<file path="config.mk">
export PLATFORM = sky130hd
export DESIGN_NAME = multicycle_ctrl_fsm
export DESIGN_NICKNAME = d
export VERILOG_FILES = /design/src/rtl/cpu_ctrl_pkg.sv /design/src/rtl/ctrl_perf_counters.sv /design/src/rtl/multicycle_ctrl_fsm.sv
export SDC_FILE = /design/constraint.sdc
export NUM_CORES = 1
export LEC_CHECK = 0
export CAP_MARGIN = 20
export CORE_AREA = 2 2 102 104
export CTS_CLUSTER_SIZE = 30
export DETAILED_ROUTE_END_ITERATION = 16
export DIE_AREA = 0 0 104 106
export GPL_TIMING_DRIVEN = 0
export HOLD_SLACK_MARGIN = 0.05
export PLACE_DENSITY = 0.7
export SETUP_SLACK_MARGIN = 0.15
export SYNTH_ARGS = -nofsm -noshare
export SYNTH_HDL_FRONTEND = slang
export SYNTH_SLANG_ARGS = --single-unit
export TNS_END_PERCENT = 20
</file>
<file path="constraint.sdc">
create_clock -name clk -period 2 [get_ports clk]
set_input_delay 0.2 -clock clk [delete_from_list [all_inputs] [get_ports clk]]
set_output_delay 0.2 -clock clk [all_outputs]
set_load 0.1 [all_outputs]
</file>
<file path="src/rtl/cpu_ctrl_pkg.sv">
// Shared constants for the multicycle CPU control unit: opcodes, state codes
// and the datapath select encodings.
package cpu_ctrl_pkg;

    localparam int OPCODE_W = 6;

    localparam logic [OPCODE_W-1:0] OP_R    = 6'b000000;
    localparam logic [OPCODE_W-1:0] OP_LW   = 6'b100011;
    localparam logic [OPCODE_W-1:0] OP_SW   = 6'b101011;
    localparam logic [OPCODE_W-1:0] OP_BEQ  = 6'b000100;
    localparam logic [OPCODE_W-1:0] OP_J    = 6'b000010;
    localparam logic [OPCODE_W-1:0] OP_ADDI = 6'b001000;

    typedef logic [3:0] state_t;

    localparam state_t S_IDLE    = 4'd0;
    localparam state_t S_FETCH   = 4'd1;
    localparam state_t S_DECODE  = 4'd2;
    localparam state_t S_MEMADR  = 4'd3;
    localparam state_t S_MEMRD   = 4'd4;
    localparam state_t S_MEMWB   = 4'd5;
    localparam state_t S_MEMWR   = 4'd6;
    localparam state_t S_EXEC    = 4'd7;
    localparam state_t S_ALUWB   = 4'd8;
    localparam state_t S_BRANCH  = 4'd9;
    localparam state_t S_JUMP    = 4'd10;
    localparam state_t S_ADDI_EX = 4'd11;
    localparam state_t S_ADDI_WB = 4'd12;
    localparam state_t S_TRAP    = 4'd13;

    localparam logic [1:0] ALUOP_ADD   = 2'd0;
    localparam logic [1:0] ALUOP_SUB   = 2'd1;
    localparam logic [1:0] ALUOP_FUNCT = 2'd2;

    localparam logic [1:0] SRCB_B      = 2'd0;
    localparam logic [1:0] SRCB_FOUR   = 2'd1;
    localparam logic [1:0] SRCB_IMM    = 2'd2;
    localparam logic [1:0] SRCB_IMM_SH = 2'd3;

    localparam logic [1:0] PCSRC_ALU    = 2'd0;
    localparam logic [1:0] PCSRC_ALUOUT = 2'd1;
    localparam logic [1:0] PCSRC_JUMP   = 2'd2;

    typedef struct packed {
        logic       mem_req;
        logic       mem_write;
        logic       iord;
        logic       ir_write;
        logic       pc_write;
        logic       pc_write_cond;
        logic [1:0] pc_source;
        logic       alu_src_a;
        logic [1:0] alu_src_b;
        logic [1:0] alu_op;
        logic       reg_dst;
        logic       mem_to_reg;
        logic       reg_write;
    } ctrl_t;

    // States whose exit always retires the current instruction (MEMWR retires
    // only once its memory access completes).
    function automatic logic is_final_state(input state_t s);
        return (s == S_MEMWB) || (s == S_ALUWB) || (s == S_BRANCH) ||
               (s == S_JUMP)  || (s == S_ADDI_WB);
    endfunction

endpackage

</file>
<file path="src/rtl/ctrl_perf_counters.sv">
// Retired-instruction and free-running cycle counters for the CPU bench.
module ctrl_perf_counters #(
    parameter int CNT_W = 32
) (
    input  logic             i_clk,
    input  logic             i_rst_n,
    input  logic             i_retire,
    output logic [CNT_W-1:0] o_instr_count,
    output logic [CNT_W-1:0] o_cycle_count
);

    logic [CNT_W-1:0] r_instr;
    logic [CNT_W-1:0] r_cycle;

    always_ff @(posedge i_clk or negedge i_rst_n) begin
        if (!i_rst_n) begin
            r_instr <= '0;
            r_cycle <= '0;
        end else begin
            r_cycle <= r_cycle + CNT_W'(1);
            if (i_retire) r_instr <= r_instr + CNT_W'(1);
        end
    end

    assign o_instr_count = r_instr;
    assign o_cycle_count = r_cycle;

endmodule

</file>
<file path="src/rtl/multicycle_ctrl_fsm.sv">
// Multicycle CPU control FSM: sequences fetch/decode/execute/memory/writeback
// and drives all datapath selects and strobes from the state register.
module multicycle_ctrl_fsm
    import cpu_ctrl_pkg::*;
#(
    parameter int OPW   = 6,
    parameter int CNT_W = 32
) (
    input  logic             clk,
    input  logic             reset,
    input  logic [OPW-1:0]   opcode,
    input  logic             zero,
    input  logic             mem_ready,
    output logic             mem_req,
    output logic             mem_write,
    output logic             iord,
    output logic             ir_write,
    output logic             pc_write,
    output logic             pc_write_cond,
    output logic [1:0]       pc_source,
    output logic             alu_src_a,
    output logic [1:0]       alu_src_b,
    output logic [1:0]       alu_op,
    output logic             reg_dst,
    output logic             mem_to_reg,
    output logic             reg_write,
    output logic             illegal_op,
    output logic [3:0]       state,
    output logic [CNT_W-1:0] instr_count,
    output logic [CNT_W-1:0] cycle_count
);

    state_t r_state;
    state_t w_next;
    logic   r_illegal;
    ctrl_t  w_ctrl;
    logic   w_retire;

    // The zero flag is consumed by the datapath together with pc_write_cond.
    logic   w_unused_zero;
    assign  w_unused_zero = zero;

    always_ff @(posedge clk or negedge reset) begin
        if (!reset) begin
            r_state   <= S_IDLE;
            r_illegal <= 1'b0;
        end else begin
            r_state <= w_next;
            if (w_next == S_TRAP) r_illegal <= 1'b1;
        end
    end

    always_comb begin
        w_next = r_state;
        case (r_state)
            S_IDLE:   w_next = S_FETCH;
            S_FETCH:  w_next = mem_ready ? S_DECODE : S_FETCH;
            S_DECODE: begin
                if (opcode == OPW'(OP_LW) || opcode == OPW'(OP_SW)) w_next = S_MEMADR;
                else if (opcode == OPW'(OP_R))    w_next = S_EXEC;
                else if (opcode == OPW'(OP_BEQ))  w_next = S_BRANCH;
                else if (opcode == OPW'(OP_J))    w_next = S_JUMP;
                else if (opcode == OPW'(OP_ADDI)) w_next = S_ADDI_EX;
                else                              w_next = S_TRAP;
            end
            S_MEMADR:  w_next = (opcode == OPW'(OP_SW)) ? S_MEMWR : S_MEMRD;
            S_MEMRD:   w_next = mem_ready ? S_MEMWB : S_MEMRD;
            S_MEMWB:   w_next = S_FETCH;
            S_MEMWR:   w_next = mem_ready ? S_FETCH : S_MEMWR;
            S_EXEC:    w_next = S_ALUWB;
            S_ALUWB:   w_next = S_FETCH;
            S_BRANCH:  w_next = S_FETCH;
            S_JUMP:    w_next = S_FETCH;
            S_ADDI_EX: w_next = S_ADDI_WB;
            S_ADDI_WB: w_next = S_FETCH;
            S_TRAP:    w_next = S_TRAP;
            default:   w_next = S_IDLE;
        endcase
    end

    // IDLE decodes to all-zero, so async reset clears every output at once.
    always_comb begin
        w_ctrl = '0;
        case (r_state)
            S_FETCH: begin
                w_ctrl.mem_req   = 1'b1;
                w_ctrl.alu_src_b = SRCB_FOUR;
                w_ctrl.alu_op    = ALUOP_ADD;
                w_ctrl.pc_source = PCSRC_ALU;
                w_ctrl.ir_write  = mem_ready;
                w_ctrl.pc_write  = mem_ready;
            end
            S_DECODE: begin
                w_ctrl.alu_src_b = SRCB_IMM_SH;
                w_ctrl.alu_op    = ALUOP_ADD;
            end
            S_MEMADR, S_ADDI_EX: begin
                w_ctrl.alu_src_a = 1'b1;
                w_ctrl.alu_src_b = SRCB_IMM;
                w_ctrl.alu_op    = ALUOP_ADD;
            end
            S_MEMRD: begin
                w_ctrl.mem_req = 1'b1;
                w_ctrl.iord    = 1'b1;
            end
            S_MEMWB: begin
                w_ctrl.reg_write  = 1'b1;
                w_ctrl.mem_to_reg = 1'b1;
            end
            S_MEMWR: begin
                w_ctrl.mem_req   = 1'b1;
                w_ctrl.mem_write = 1'b1;
                w_ctrl.iord      = 1'b1;
            end
            S_EXEC: begin
                w_ctrl.alu_src_a = 1'b1;
                w_ctrl.alu_src_b = SRCB_B;
                w_ctrl.alu_op    = ALUOP_FUNCT;
            end
            S_ALUWB: begin
                w_ctrl.reg_write = 1'b1;
                w_ctrl.reg_dst   = 1'b1;
            end
            S_BRANCH: begin
                w_ctrl.alu_src_a     = 1'b1;
                w_ctrl.alu_src_b     = SRCB_B;
                w_ctrl.alu_op        = ALUOP_SUB;
                w_ctrl.pc_write_cond = 1'b1;
                w_ctrl.pc_source     = PCSRC_ALUOUT;
            end
            S_JUMP: begin
                w_ctrl.pc_write  = 1'b1;
                w_ctrl.pc_source = PCSRC_JUMP;
            end
            S_ADDI_WB: w_ctrl.reg_write = 1'b1;
            default:   w_ctrl = '0;
        endcase
    end

    assign w_retire = is_final_state(r_state) || (r_state == S_MEMWR && mem_ready);

    ctrl_perf_counters #(.CNT_W(CNT_W)) u_perf (
        .i_clk         (clk),
        .i_rst_n       (reset),
        .i_retire      (w_retire),
        .o_instr_count (instr_count),
        .o_cycle_count (cycle_count)
    );

    assign mem_req       = w_ctrl.mem_req;
    assign mem_write     = w_ctrl.mem_write;
    assign iord          = w_ctrl.iord;
    assign ir_write      = w_ctrl.ir_write;
    assign pc_write      = w_ctrl.pc_write;
    assign pc_write_cond = w_ctrl.pc_write_cond;
    assign pc_source     = w_ctrl.pc_source;
    assign alu_src_a     = w_ctrl.alu_src_a;
    assign alu_src_b     = w_ctrl.alu_src_b;
    assign alu_op        = w_ctrl.alu_op;
    assign reg_dst       = w_ctrl.reg_dst;
    assign mem_to_reg    = w_ctrl.mem_to_reg;
    assign reg_write     = w_ctrl.reg_write;
    assign illegal_op    = r_illegal;
    assign state         = r_state;

endmodule

</file>
# --- After elaboration in Yosys (flattened, before gate mapping) ---
# Index checks and enable logic that the tools add are counted.
op_classes:
  n_mux: 22
  addsub: 2
  n_eq_ne: 19
  reduce_logical: 15
op_table:
  columns: ["operator", "count"]
  rows:
  - ["32-bit by 1-bit adder with 32-bit output, second input constant", 2]
  - ["4-bit one-hot mux with 9 select lines", 1]
  - ["4-bit equality test, second input constant", 7]
  - ["4-bit one-hot mux with 5 select lines", 1]
  - ["4-bit by 3-bit equality test with 1-bit output, second input constant", 4]
  - ["6-bit equality test, second input constant", 2]
  - ["3-bit two-way mux", 4]
  - ["1-bit two-way mux", 10]
  - ["4-bit by 2-bit equality test with 1-bit output, second input constant", 2]
  - ["4-bit two-way mux", 2]
  - ["6-bit by 2-bit equality test with 1-bit output, second input constant", 1]
  - ["6-bit by 3-bit equality test with 1-bit output, second input constant", 1]
  - ["6-bit by 4-bit equality test with 1-bit output, second input constant", 1]
  - ["6-bit zero test", 1]
  - ["1-bit logical OR", 6]
  - ["3-bit OR reduction", 2]
  - ["6-bit OR reduction", 1]
  - ["4-bit by 1-bit equality test with 1-bit output, second input constant", 1]
  - ["4-bit zero test", 1]
  - ["2-bit two-way mux", 2]
  - ["2-bit one-hot mux with 2 select lines", 1]
  - ["2-bit OR reduction", 2]
  - ["4-bit OR reduction", 1]
  - ["1-bit one-hot mux with 2 select lines", 1]
  - ["1-bit logical AND", 1]
word_totals:
  ff_bits: 69
  inputBits: 10
  elab_cells: 62
  output_inout_bits: 85

# --- Logic depth before layout (Yosys ltp) ---
logic_depth:
  depth_word: 8
  ltp_mapped: 6
  mapped_depth_nobuf: 6

# --- By module ---
# A second synthesis with hierarchy kept.
unflattened:
  hier_cells: 341
  hier_area_um2: 3514.6
modules_own_cells:
  columns: ["mod", "n_inst", "cells_each", "area_each_um2"]
  rows:
  - ["ctrl_perf_counters", 1, 254, 2885.3]
  - ["multicycle_ctrl_fsm", 1, 87, 629.4]

# --- Worst setup path before layout ---
# Ideal clock, no wire load.
synth_path:
  kind: "flip-flop to output port"
  from: "register r_state[3] (netlist: state[3])"
  to: "output alu_src_b[0]"
  path_stages_with_launch: 4
  t_arrival_ns: 3.528
  path_slack_ns: -1.728
  required_time_ns: 1.800
  path_cell_list: "dfrtp_1 -> clkbuf_1 -> nor2_1 -> a21boi_0"
synth_between:
  elab_chain_cells: 3
synth_lines:
  columns: ["item", "line", "rtl"]
  rows:
  - ["start: declaration", "multicycle_ctrl_fsm.sv:33", "state_t r_state;"]
  - ["start signal: assignment", "multicycle_ctrl_fsm.sv:48", "r_state <= w_next;"]
  - ["4-bit by 2-bit equality test with 1-bit output / 4-bit equality test (equally long branches)", "multicycle_ctrl_fsm.sv:84", "case (r_state)"]
  - ["2-bit OR reduction", "multicycle_ctrl_fsm.sv:84", null]
  - ["4-bit one-hot mux with 5 select lines (*)", "multicycle_ctrl_fsm.sv:84", null]
  - ["end: declaration", "multicycle_ctrl_fsm.sv:22", "output logic [1:0] alu_src_b,"]
# Every way passes the cells marked *; elsewhere a longest branch is shown, timed or not.

# --- Final worst setup path ---
layout_path:
  from: "register r_state[1] (netlist: state[1])"
  to: "register u_perf.r_instr[6] (netlist: u_perf.o_instr_count[6])"
layout_between:
  elab_chain_cells: 6
layout_lines:
  columns: ["item", "line", "rtl"]
  rows:
  - ["4-bit by 3-bit equality test with 1-bit output / 4-bit equality test (equally long branches)", "cpu_ctrl_pkg.sv:63", "return (s == S_MEMWB) || (s == S_ALUWB) || (s == S_BRANCH) ||"]
  - ["1-bit logical OR (3 in series)", "cpu_ctrl_pkg.sv:63", null]
  - ["1-bit logical OR", "cpu_ctrl_pkg.sv:64", "(s == S_JUMP) || (s == S_ADDI_WB);"]
  - ["1-bit logical OR (*)", "multicycle_ctrl_fsm.sv:140", "assign w_retire = is_final_state(r_state) || (r_state == S_MEMWR && mem_ready);"]
  - ["end signal: assignment", "ctrl_perf_counters.sv:21", "if (i_retire) r_instr <= r_instr + CNT_W'(1);"]
  - ["end: declaration", "ctrl_perf_counters.sv:12", "logic [CNT_W-1:0] r_instr;"]
# Marked as above.
# A chain may end at the register's enable or synchronous reset.

==> impl_summary.log <==
INFO  metric outcome = finished with violations
INFO  metric violations = negative setup slack
INFO  metric post_syn_area = 0.003392 sq mm
INFO  metric die_area = 0.01102 sq mm
INFO  metric die-height = 106 um
INFO  metric avgViaCountPerCell = 4.864
INFO  metric first_global_vias = 2936
INFO  metric timing.final.hold_violations = 0
INFO  metric gpl.final_weighted_congestion = 0.7855
INFO  metric drt-pass1-iter-count = 4
INFO  metric tritoncts = yes
INFO  metric post-route-drc-count = 0
INFO  metric switching_power = 0.003446 W
INFO  metric synth_enable_flop_cells = 0
INFO  metric worst_hold_path_type = reg -> reg
INFO  metric drtIter0Drc = 111
INFO  metric worstPathArrival = 2.25 ns
INFO  metric mostFrequentLayoutCell = sky130_fd_sc_hd__dlygate4sd2_1
INFO  metric seq_area_frac_synth = 50.90%
INFO  metric synth.distinct_cells = 47
INFO  metric via_count = 2865
INFO  metric antenna_nets_post_route = 0
INFO  metric finalWorstPathRequiredPeriod = 2.004 ns
INFO  metric fin_total_pwr = 0.006903 W
INFO  metric power_density = 1306 mW/mm^2
INFO  metric intPower = 0.003457 W
INFO  metric worstSetupEndpointType = flop
INFO  metric mostFrequentLayoutCells = sky130_fd_sc_hd__dlygate4sd2_1, sky130_fd_sc_hd__dfrtp_2, sky130_fd_sc_hd__xnor2_1
INFO  metric timing_worst_setup_path_type = reg -> reg
INFO  metric filler_cell_count = 903
INFO  metric tightest_slew = 1.009 ns
INFO  metric required = 2.25 ns
INFO  metric max_slew_margin = 32.97%
INFO  metric sequential_cell_area = 0.001794 sq mm
INFO  metric detailed_place_hpwl = 5866 um
INFO  metric timing.final.max_slew_violations = 0
INFO  metric numCtsBuffers = 9
INFO  metric antenna_cells_inserted = 0
INFO  metric synthesis.instances = 325
INFO  metric avgRoutedWirePerCell = 14.54 um
INFO  metric dpl_cell_area = 0.004697 sq mm
INFO  metric area_of_combinational_cells_with_multiple_inputs = 0.001878 sq mm
INFO  metric postSynth.asyncResetShare = 100.0%
INFO  metric layout_worst_path_cycle_share = 100.2%
INFO  metric initial_core_util = 33.92%
INFO  metric clock_power_share = 15.8%
INFO  metric postSynthAreaPerCell = 10.44 sq um
INFO  metric rows = 37
INFO  metric chipWidth = 104 um
INFO  metric post_route_cells_drive_above_1_share = 36.20%
INFO  metric synth_fp_nets = 337
INFO  metric cts_num_sinks = 69
INFO  metric worst_skew_pair.late_latency = 0.33 ns
INFO  metric syn2layout_area_growth = 55.85%
INFO  metric skew = 0.01229 ns
INFO  metric fmax = 0.4990 GHz
INFO  metric synth_top_cells_by_area = sky130_fd_sc_hd__dfrtp_1, sky130_fd_sc_hd__xnor2_1, sky130_fd_sc_hd__xor2_1, sky130_fd_sc_hd__nand2_1, sky130_fd_sc_hd__nand3_1
INFO  metric overflow = 0
INFO  metric dominantRegCellSynth = sky130_fd_sc_hd__dfrtp_1
INFO  metric category_of_the_worst_setup_path_launch_point = flop
INFO  metric all_layer_gr_usage = 15.83%
INFO  metric clock-root-buffer = sky130_fd_sc_hd__clkbuf_8
INFO  metric yosysTopAreaCell = sky130_fd_sc_hd__dfrtp_1
INFO  metric final_instance_area = 0.005286 sq mm
INFO  metric clock_tree.buffer_depth = 2
INFO  metric synth_largest_type_area_fraction = 50.90%
INFO  metric synth-seq-cells = 69
INFO  metric number_of_h_tree_branching_levels = 3
INFO  metric setup_tns = -0.004055 ns
INFO  metric power_leakage = 2.421 nW
INFO  metric layout_setup_ws = -0.004055 ns
INFO  metric number_of_setup_violations_in_the_final_report = 1
INFO  metric swShare = 49.92%
INFO  metric grt_start_max_net_pins = 70
INFO  metric yosys_warnings = 0
INFO  metric numnets_final = 460
INFO  metric max-cap-violations = 0
INFO  metric share_comb_of_total_power = 59.7%
INFO  metric global_route_wire_length_before_repair = 14270 um
INFO  metric worst_setup_hold_path_clk_slew = 0.08 ns
INFO  metric post_layout_nonfiller_instances = 589
INFO  metric floorplan.core_area = 0.01000 sq mm
INFO  metric grt_setup_unrepaired = true
INFO  metric grt_antenna_before_repair = 0
INFO  metric post_route_wl = 8562 um
INFO  metric boundaryPins = 95
INFO  metric placed_cells = 554
INFO  metric power.share.sequential = 24.5%
INFO  metric path_max_fanout = 5
INFO  metric reg2reg_setup_slack = -0.004 ns
INFO  metric input_output_buffers = 93
INFO  metric vdd_ir_drop_max = 0.0008852 V
==> timing repair <==
action                                  in CTS  in global routing
hold endpoints to repair                    69                  0
cloned                                       0                  2
endpoints found under the setup margin     111                 76
buffers inserted                            10                  6
resized for setup                          220                 31
pin swaps                                   15                 18
hold buffers                                 1                  0
==> logic make-up after synthesis <==
| logic type | after synthesis | share of synthesized area (%) |
|---|---|---|
| muxes | 1 | 0.3320 |
| adders and majority gates | 3 | 1.033 |
| DFF | 69 | 50.90 |
| and+or+nand+nor | 149 | 24.01 |
| buffers and inverters | 13 | 1.771 |
| xor gates and xnor gates | 61 | 15.75 |
| AOI/OAI and AO/OA | 29 | 6.197 |
==> layout make-up <==
cell class / count / area share, %
Buffer: 5 / 1.917
Clock buffer: 11 / 2.485
Clock inverter: 5 / 0.9941
Inverter: 8 / 0.7101
Multi-Input combinational cell: 243 / 35.53
Sequential cell: 69 / 33.94
Tap cell: 136 / 3.219
Timing Repair Buffer: 112 / 21.21
==> metrics by stage <==
stage,worst slack [ns],hold WS [ns],utilization [%]
floorplan,-0.1492,-0.09559,-
global placement,-2.019,0.4551,47.00
detailed placement,-0.7590,0.3760,46.97
CTS,-0.02109,0.4666,50.38
global route,-0.09570,0.4942,52.87
finish,-0.004055,0.4587,52.87
==> metal layers <==
metal | track usage (%) | share of wire (%)
met4 | 5.985 | 1.2
met2 | 27.35 | 52
met1 | 19.98 | 43
met3 | 2.575 | 3.0
met5 | 0 | 0
==> worst paths after layout <==
path / startpoint / end / cells after the start
max in group asynchronous: reset / state[0] / 2
setup reg to reg: state[1] / u_perf.o_instr_count[6] / 7
hold / removal: u_perf.o_cycle_count[31] / u_perf.o_cycle_count[31] / 1
min in group asynchronous: reset / u_perf.o_cycle_count[29] / 2
hold reg to reg: u_perf.o_cycle_count[31] / u_perf.o_cycle_count[31] / 1
setup / recovery: state[1] / u_perf.o_instr_count[6] / 7
==> critical path, stage by stage, from the launching register on <==
cell and delay, ns:
sky130_fd_sc_hd__dfrtp_4 0.48, sky130_fd_sc_hd__buf_6 0.14, sky130_fd_sc_hd__maj3_2 0.30, sky130_fd_sc_hd__nand2b_4 0.18
sky130_fd_sc_hd__a211oi_4 0.36, sky130_fd_sc_hd__clkbuf_16 0.22, sky130_fd_sc_hd__buf_4 0.11, sky130_fd_sc_hd__xor2_1 0.14
==> power by group through the flow <==
stage	logic, W	clock network, W	registers [W]
detailed placement	0.00347	0	0.00173
global route	0.00427	0.00119	0.00172
CTS	0.00393	0.00112	0.00168
global placement	0.00345	0	0.00172
floorplan	0.00197	0	0.00250
finish	0.00412	0.00109	0.00169
==> synth_stat cells, types with 2 or more instances <==
library cell                count
sky130_fd_sc_hd__nor3_2         2
sky130_fd_sc_hd__nor4b_1        2
sky130_fd_sc_hd__nor4_1         3
sky130_fd_sc_hd__a21boi_0       2
sky130_fd_sc_hd__a211oi_4       2
sky130_fd_sc_hd__nand4_1       13
sky130_fd_sc_hd__xnor2_1       39
sky130_fd_sc_hd__or4_4          2
sky130_fd_sc_hd__or3_1          3
sky130_fd_sc_hd__and3_1        10
sky130_fd_sc_hd__o21ai_0       10
sky130_fd_sc_hd__xor2_1        22
sky130_fd_sc_hd__ha_1           2
sky130_fd_sc_hd__nand3b_1       2
sky130_fd_sc_hd__nand3_1       21
sky130_fd_sc_hd__and2_1         2
sky130_fd_sc_hd__a2111oi_0      2
sky130_fd_sc_hd__nand2b_1       6
sky130_fd_sc_hd__nor3_1         4
sky130_fd_sc_hd__nand2_1       38
sky130_fd_sc_hd__clkbuf_1       3
sky130_fd_sc_hd__inv_1          8
sky130_fd_sc_hd__a21oi_1        8
sky130_fd_sc_hd__nor2_1        28
sky130_fd_sc_hd__dfrtp_1       69
==> state kept, by name, indices dropped and copies added (netlist names) <==
| register | cells |
|---|---|
| illegal_op | 1 |
| state | 4 |
| u_perf.o_cycle_count | 32 |
| u_perf.o_instr_count | 32 |
No activity file was read; power rests on OpenSTA's default activity.
